`src/rtl/rca_wide_add_seq.sv`:
```
// ---------------------------------------------------------------------------
// rca_wide_add_seq
//
// Wide add/subtract sequencer. Two operands of WORDS*16 bits are combined
// through a single 16-bit ripple-carry slice, one word per clock, least
// significant word first. The inter-word carry lives in a register, so the
// slice is reused for every word of the operation.
//
// Parameters
//   WORDS   number of 16-bit words per operand (>= 1); N = 16*WORDS
//
// Ports
//   clk     in   1  clock, all state changes on the rising edge
//   rst_n   in   1  synchronous active-low reset
//   start   in   1  request an operation; only sampled while idle
//   sub     in   1  0: a+b, 1: a-b (sampled with start)
//   a       in   N  operand A (sampled with start)
//   b       in   N  operand B (sampled with start)
//   busy    out  1  operation in progress, start is ignored
//   done    out  1  one-cycle pulse, result/cout/ovf valid
//   result  out  N  registered sum or difference
//   cout    out  1  carry out of bit N-1 (subtract: 1 = no borrow)
//   ovf     out  1  two's-complement overflow of the N-bit operation
// ---------------------------------------------------------------------------
module rca_wide_add_seq #(
    parameter int WORDS = 4
) (
    input  logic                  clk,
    input  logic                  rst_n,
    input  logic                  start,
    input  logic                  sub,
    input  logic [16*WORDS-1:0]   a,
    input  logic [16*WORDS-1:0]   b,
    output logic                  busy,
    output logic                  done,
    output logic [16*WORDS-1:0]   result,
    output logic                  cout,
    output logic                  ovf
);

    localparam int IDX_W = (WORDS > 1) ? $clog2(WORDS) : 1;
    localparam logic [IDX_W-1:0] LAST_IDX = IDX_W'(WORDS - 1);

    typedef enum logic {
        S_IDLE = 1'b0,
        S_RUN  = 1'b1
    } state_t;

    state_t                   r_state;
    logic [IDX_W-1:0]         r_idx;
    logic                     r_carry;
    logic [WORDS-1:0][15:0]   r_opa;
    logic [WORDS-1:0][15:0]   r_opb;
    logic [WORDS-1:0][15:0]   r_result;
    logic                     r_busy;
    logic                     r_done;
    logic                     r_cout;
    logic                     r_ovf;

    logic                     w_accept;
    logic [15:0]              w_a;
    logic [15:0]              w_b;
    logic [15:0]              w_sum;
    logic [16:0]              w_c;
    logic                     w_ovf;

    assign w_accept = (r_state == S_IDLE) && start;

    // Word currently presented to the slice.
    assign w_a = r_opa[r_idx];
    assign w_b = r_opb[r_idx];

    // 16-cell ripple-carry slice; carry-in comes from the inter-word register.
    assign w_c[0] = r_carry;
    for (genvar gi = 0; gi < 16; gi++) begin : g_fa
        assign w_sum[gi]  = w_a[gi] ^ w_b[gi] ^ w_c[gi];
        assign w_c[gi+1]  = (w_a[gi] & w_b[gi]) | (w_c[gi] & (w_a[gi] ^ w_b[gi]));
    end

    // Only meaningful on the top word: opb already holds ~b for subtraction,
    // so the ordinary addition overflow rule covers both operations.
    assign w_ovf = (w_a[15] == w_b[15]) && (w_sum[15] != w_a[15]);

    // Operand capture. These are pure data registers: they are only consumed
    // while RUN, and RUN can only be entered through an accept.
    always_ff @(posedge clk) begin
        if (w_accept) begin
            r_opa <= a;
            r_opb <= sub ? ~b : b;
        end
    end

    // Control FSM and registered outputs.
    always_ff @(posedge clk) begin
        if (!rst_n) begin
            r_state  <= S_IDLE;
            r_idx    <= '0;
            r_carry  <= 1'b0;
            r_result <= '0;
            r_busy   <= 1'b0;
            r_done   <= 1'b0;
            r_cout   <= 1'b0;
            r_ovf    <= 1'b0;
        end else begin
            r_done <= 1'b0;
            case (r_state)
                S_IDLE: begin
                    if (start) begin
                        // Subtraction is a + ~b + 1: the +1 enters as carry-in.
                        r_carry  <= sub;
                        r_idx    <= '0;
                        r_result <= '0;
                        r_busy   <= 1'b1;
                        r_state  <= S_RUN;
                    end
                end
                S_RUN: begin
                    r_result[r_idx] <= w_sum;
                    r_carry         <= w_c[16];
                    if (r_idx == LAST_IDX) begin
                        r_state <= S_IDLE;
                        r_busy  <= 1'b0;
                        r_done  <= 1'b1;
                        r_cout  <= w_c[16];
                        r_ovf   <= w_ovf;
                    end else begin
                        r_idx <= r_idx + IDX_W'(1);
                    end
                end
                default: begin
                    r_state <= S_IDLE;
                    r_busy  <= 1'b0;
                end
            endcase
        end
    end

    assign busy   = r_busy;
    assign done   = r_done;
    assign result = r_result;
    assign cout   = r_cout;
    assign ovf    = r_ovf;

endmodule

```
`config.mk`:
```
export PLATFORM = sky130hd
export DESIGN_NAME = rca_wide_add_seq
export DESIGN_NICKNAME = d
export VERILOG_FILES = /design/src/rtl/rca_wide_add_seq.sv
export SDC_FILE = /design/constraint.sdc
export NUM_CORES = 1
export LEC_CHECK = 0
export CAP_MARGIN = 10
export CORE_MARGIN = 2
export CORE_UTILIZATION = 54
export CTS_CLUSTER_SIZE = 20
export DETAILED_ROUTE_END_ITERATION = 10
export PLACE_DENSITY_LB_ADDON = 0.25
export SETUP_SLACK_MARGIN = 0.05
export SYNTH_ARGS = -nofsm -noshare
export SYNTH_HDL_FRONTEND = slang
export SYNTH_SLANG_ARGS = --single-unit
export TNS_END_PERCENT = 100
```
`constraint.sdc`:
```
create_clock -name clk -period 16.3 [get_ports clk]
set_input_delay 2.445 -clock clk [delete_from_list [all_inputs] [get_ports clk]]
set_output_delay 2.445 -clock clk [all_outputs]
set_load 0.02 [all_outputs]
```
# Yosys cells after proc, flatten, opt, wreduce, memory -nomap -nowiden
# Cells that the tools add are included.
# word_totals
latchBits	0
elab_cells	139
register_bits	200
mem_count	0
ram_bits	0
rom_bits	0
# classes
bitwise	82
n_reduce_logical	7
eq_ne	6
add_sub_neg	1
shift	0
n_lt_le_gt_ge	2
mux	22
mul	0
n_div	0
# ops
operator	count
64-bit two-way mux	2
64-bit one-hot mux with 2 select lines	1
16-bit binary-select mux with 2-bit select	2
64-bit bitwise mux	1
64-bit inverter	1
16-bit two-way mux	3
1-bit AND	32
16-bit demux with 2-bit select	1
1-bit XOR	32
1-bit OR	16
2-bit AND reduction	4
1-bit two-way mux	6
1-bit one-hot mux with 2 select lines	3
2-bit two-way mux	2
2-bit != test (second input constant)	2
2-bit one-hot mux with 2 select lines	1
1-bit logical AND	3
2-bit by 3-bit < comparator with 1-bit output (second input constant)	1
2-bit by 1-bit adder with 2-bit output (second input constant)	1
2-bit == test (second input constant)	1
2-bit by 1-bit greater-or-equal comparator with 1-bit output (second input constant)	1
2-bit by 1-bit != test with 1-bit output (second input constant)	1
1-bit == test	1
1-bit != test	1
1-bit inverter	1

# Logic depth before layout (Yosys ltp)
# logic_depth
ltp_word	36
mapped_depth	24
depth_no_buf	22

# Worst setup path after synthesis
# Ideal clock, no wire load.
# synth_path
kind	register to register
from	reg r_idx[1]
to	reg r_ovf (netlist: ovf)
t_arrival_ns	8.295
slack_ns	7.926
period_less_slack_ns	8.374
path_stages_with_launch	25
n_path_buf	2
cell_sequence	dfxtp_1 clkbuf_1 buf_2 mux4_2 inv_1 fa_1 fa_1 fa_1 fa_1 fa_1 fa_1 fa_1 fa_1 fa_1 fa_1 fa_1 fa_1 fa_1 fa_1 inv_1 fa_1 fa_1 nor2_1 nand4_1 o211ai_1
# synth_between
elab_chain_len	36
elab_cells_between_ends	71
classes_between	eq/ne: 3; mux: 4; bitwise: 62; reduce/logical: 2
# synth_lines
element	line_no	rtl
from (decl)	50	logic [IDX_W-1:0] r_idx;
from (signal assigned)	127	r_idx <= r_idx + IDX_W'(1);
16-bit binary-select mux with 2-bit select, on equally long branches	70, 71	
16-bit two-way mux, on equally long branches	70, 71	
1-bit XOR	77	assign w_c[gi+1] = (w_a[gi] & w_b[gi]) | (w_c[gi] & (w_a[gi] ^ w_b[gi]));
1-bit AND	77	
1-bit OR	77	
1-bit AND	77	
1-bit OR	77	
1-bit AND	77	
[20 not listed]	n/a	
1-bit OR	77	
1-bit AND	77	
1-bit OR	77	
1-bit AND	77	
1-bit OR	77	
1-bit XOR	76	assign w_sum[gi] = w_a[gi] ^ w_b[gi] ^ w_c[gi];
1-bit != test	82	assign w_ovf = (w_a[15] == w_b[15]) && (w_sum[15] != w_a[15]);
1-bit logical AND	82	
to (signal assigned)	125	r_ovf <= w_ovf;
to (decl)	58	logic r_ovf;
# Parallel ways exist; a longest one is shown, timed or not. The select of a mux whose other input is x is not followed.
# A chain may end at the register's enable or synchronous reset.

# Worst setup path after layout
# Ends and elaborated chain as after synthesis.

==> metrics.md <==
| Metric | Value |
|---|---|
| Antenna Cells | 0 |
| GP Congestion | 0.804 |
| Clock network power share | 36.6% |
| Die ar. | 16900 µm² |
| P_leak | 4.27 nW |
| Fin. Hold Viols | 0 |
| Min-Delay Endpoint | result[49] |
| Fraction of power consumed by sequential logic | 48.3% |
| Worst-Margin Slew | 1.00 ns |
| DRC viols | 0 |
| Hold WC Path Type | reg -> reg |
| Initial Utilization | 55.8% |
| Antenna violations before repair | 0 |
| NumNets Final | 915 |
| FF-to-FF End | ovf |
| Post-DP HPWL | 13000 µm |
| Syn avg cell area | 14.7 µm² |
| Clock Tree Buf Depth | 2 |
| Fin Hold WS | 0.473 ns |
| Cell Area, Synth | 8550 µm² |
| Fin util | 73.3% |
| Die X | 130 µm |
| Outcome | finished clean |
| Routed WL | 18500 µm |
| Slew HR | 33.1% |
| Worst skew pair latency | 0.44 ns |
| Crit-path cells | buf_4 -> mux4_2 -> inv_1 -> fa_1 -> fa_1 -> fa_1 -> fa_1 -> fa_1 -> fa_1 -> fa_1 -> fa_1 -> fa_1 -> fa_1 -> fa_1 -> fa_1 -> fa_1 -> fa_1 -> inv_1 -> fa_1 -> fa_1 -> nor2_1 -> nand4_1 -> o211ai_1 |
| Setup TNS | 0 ns |
| Top cell type's share of synthesized area | 45.0% |
| Total grt overflow | 0 |
| Fmax | 108 MHz |
| Synth warn | 0 |
| Crit path kind | reg -> reg |
| RR Startpoint | r_idx[1] |
| HP Start | result[49] |
| Worst Setup Start Kind | flop |
| Power Density | 108 nW/µm² |
| Vias in the first global route | 5276 |
| Fin crit period | 9.25 ns |
| Hold path cells | 1 |
| Period utilization | 56.8% |
| Met2 wire length | 9230 µm |
| Via density | 5.29 |
| PostCTS Resize Cnt | 0 |
| Average wire per standard cell | 18.8 µm |
| Num Clock Sinks | 200 |
| Synth area leader | edfxtp_1 |
| CTS tree | built |
| Max Cap Viol | 0 |
| Port Buffers | 199 |
| CTS H-tree depth | 4 |
| Syn Nets | 735 |
| Proportion of synthesized area in mux cells | 9.60% |
| CP Capture Type | flop |
| Clock Skew | 0.00977 ns |
| Final Instance Area | 11200 µm² |
| Synth Flop Type | edfxtp_1 |
| Largest net degree at the start of global routing | 67 |
| Register area share after synthesis | 61.8% |
| Syn-to-layout area delta | 31.3% |
| Die H | 130 µm |
| #FFs+latches synth | 200 |
| Most frequent cells after synthesis | edfxtp_1 (128), dfxtp_1 (72), xor2_1 (64) |
| First-pass detailed-route iteration total | 5 |
| Reg2Reg Setup Slack | 7.05 ns |
| Count leader, synth | edfxtp_1 |
| CP peak stage delay | 0.71 ns |
| Worst-path clk slew | 0.07 ns |
| Share of cells above drive strength 1 | 6.06% |
| Cell Int Power | 0.920 mW |
| First-pass GRT wire length | 28700 µm |
| Maximum vdd drop | 77.2 µV |
| Synth Area in Adders | 4.48% |
| Via count | 5217 |
| Clock buffer count from CTS | 17 |
| CP max FO | 23 |
| Total GRT Usage | 23.0% |
| Final setup fails | 0 |
| DRT met1 WL | 7810 µm |
| Placement Cell Area | 10600 µm² |
| Sw Pwr | 0.292 mW |
| Post-CTS setup buffer count | 0 |
| Layout Cells excl Fill | 986 |
| CP required | 16.66 ns |
| Ranking of synthesized cells by area | edfxtp_1 (45%), dfxtp_1 (17%), mux4_1 (7.4%) |
| Routed wl met3 | 1150 µm |
| Slew Viols, Final | 0 |
| Post-synth ARST share | 0% |
| Combinational power share | 15.1% |
| Post-synthesis simple-gate area fraction | 6.91% |
| CTS root buffer | clkbuf_16 |
| WP data arrival | 9.61 ns |
| Crit-path slowest cell | dfxtp_1 |
| FF-to-FF path depth | 23 |
| RSZ-0062 raised after global routing | false |
| # IOs | 200 |
| Routed Antenna Nets | 0 |
| Post-cts hold buffer count | 0 |
| Largest family of logic cells by synthesized area | multiplexers |
| Initial DRC Count | 542 |
| Cells after synthesis | 582 |
| Post-Synth XOR/XNOR Area | 6.56% |
| Post-synth cell types | 29 |
| Rows | 45 |
| Crit path top cell by count | fa_1 |
| Placed instance count | 954 |
| Post-synth EDFFs | 128 |
| Sw Ratio | 24.1% |
| Core Region | 15300 µm² |
| Highest Signal Layer | met4 |
| Compound-Gate Fraction of Synth Area | 6.50% |
-- power groups by stage --
stage               Sequential, mW  Combinational (mW)  Clock (mW)
floorplan                    0.600              0.0975           0
global placement             0.594               0.178           0
detailed placement           0.596               0.183           0
CTS                          0.586               0.184       0.447
global route                 0.588               0.198       0.467
finish                       0.585               0.183       0.443
-- state kept, by name, indices dropped and copies added (netlist names), 2 cells and up --
| register | count |
|---|---|
| result | 64 |
| r_opa | 64 |
| r_opb | 64 |
| r_idx | 2 |
-- per-layer routing --
layer  global-route usage (%)  vias up
met5                        0        -
met4                     8.86        0
met3                     3.98       28
met2                     37.2      220
met1                     31.6     2513
li1                         -     2456
-- worst max path at each step --
| stage | end | cells past startpoint | from |
|---|---|---|---|
| finish | ovf | 23 | r_idx[1] |
| detailed placement | ovf | 23 | r_idx[1] |
| global placement | ovf | 23 | r_idx[1] |
| CTS | ovf | 23 | r_idx[1] |
| floorplan | ovf | 24 | r_idx[1] |
| global route | ovf | 23 | r_idx[1] |
-- cell families (layout without fill, tap and decap cells) --
family,Yosys count,after routing
mux,33,33
simple gates,116,116
flops,200,200
compound gates,72,72
xor+xnor,64,64
buf+inv,76,269
fa+ha+maj,21,21
-- cell usage in the layout (no fill, tap or decap), types with 4 or more instances in the layout --
cell type / Yosys / layout
nand2_1: 7 / 7
bufinv_16: 0 / 4
mux4_1: 24 / 24
clkdlybuf4s50_1: 0 / 197
inv_1: 35 / 34
nand3_1: 15 / 15
xor2_1: 64 / 64
clkinv_4: 0 / 4
edfxtp_1: 128 / 128
ha_1: 5 / 5
mux4_2: 8 / 8
dfxtp_1: 72 / 71
o2bb2ai_1: 14 / 14
clkbuf_16: 0 / 17
nor2_1: 44 / 44
o21a_1: 42 / 42
fa_1: 16 / 16
buf_4: 0 / 4
a21boi_0: 9 / 9
and3_1: 43 / 43
-- worst max-delay path: cells and delay by family, from the launching register on --
kind | cells | cell delay [ns]
compound gates | 1 | 0.15
flops | 1 | 0.71
buf+inv | 3 | 0.59
mux | 1 | 0.25
simple gates | 2 | 0.24
fa+ha+maj | 16 | 7.23
-- metrics by stage --
stage | power (mW) | setup WS, ns
2_1_floorplan | 0.697 | 7.93
3_3_place_gp | 0.772 | 7.19
3_5_place_dp | 0.779 | 6.99
4_1_cts | 1.22 | 6.94
5_1_grt | 1.25 | 6.62
6_report | 1.21 | 7.05
-- final cells by class --
class	instances	area (µm²)
Fill cell	1010	4090
Clock inverter	14	199
Clock buffer	18	429
Timing Repair Buffer	202	2010
Sequential cell	200	5290
Multi-Input combinational cell	306	2910
Tap cell	211	264
Inverter	35	134
(Power assumes the default switching activity.)
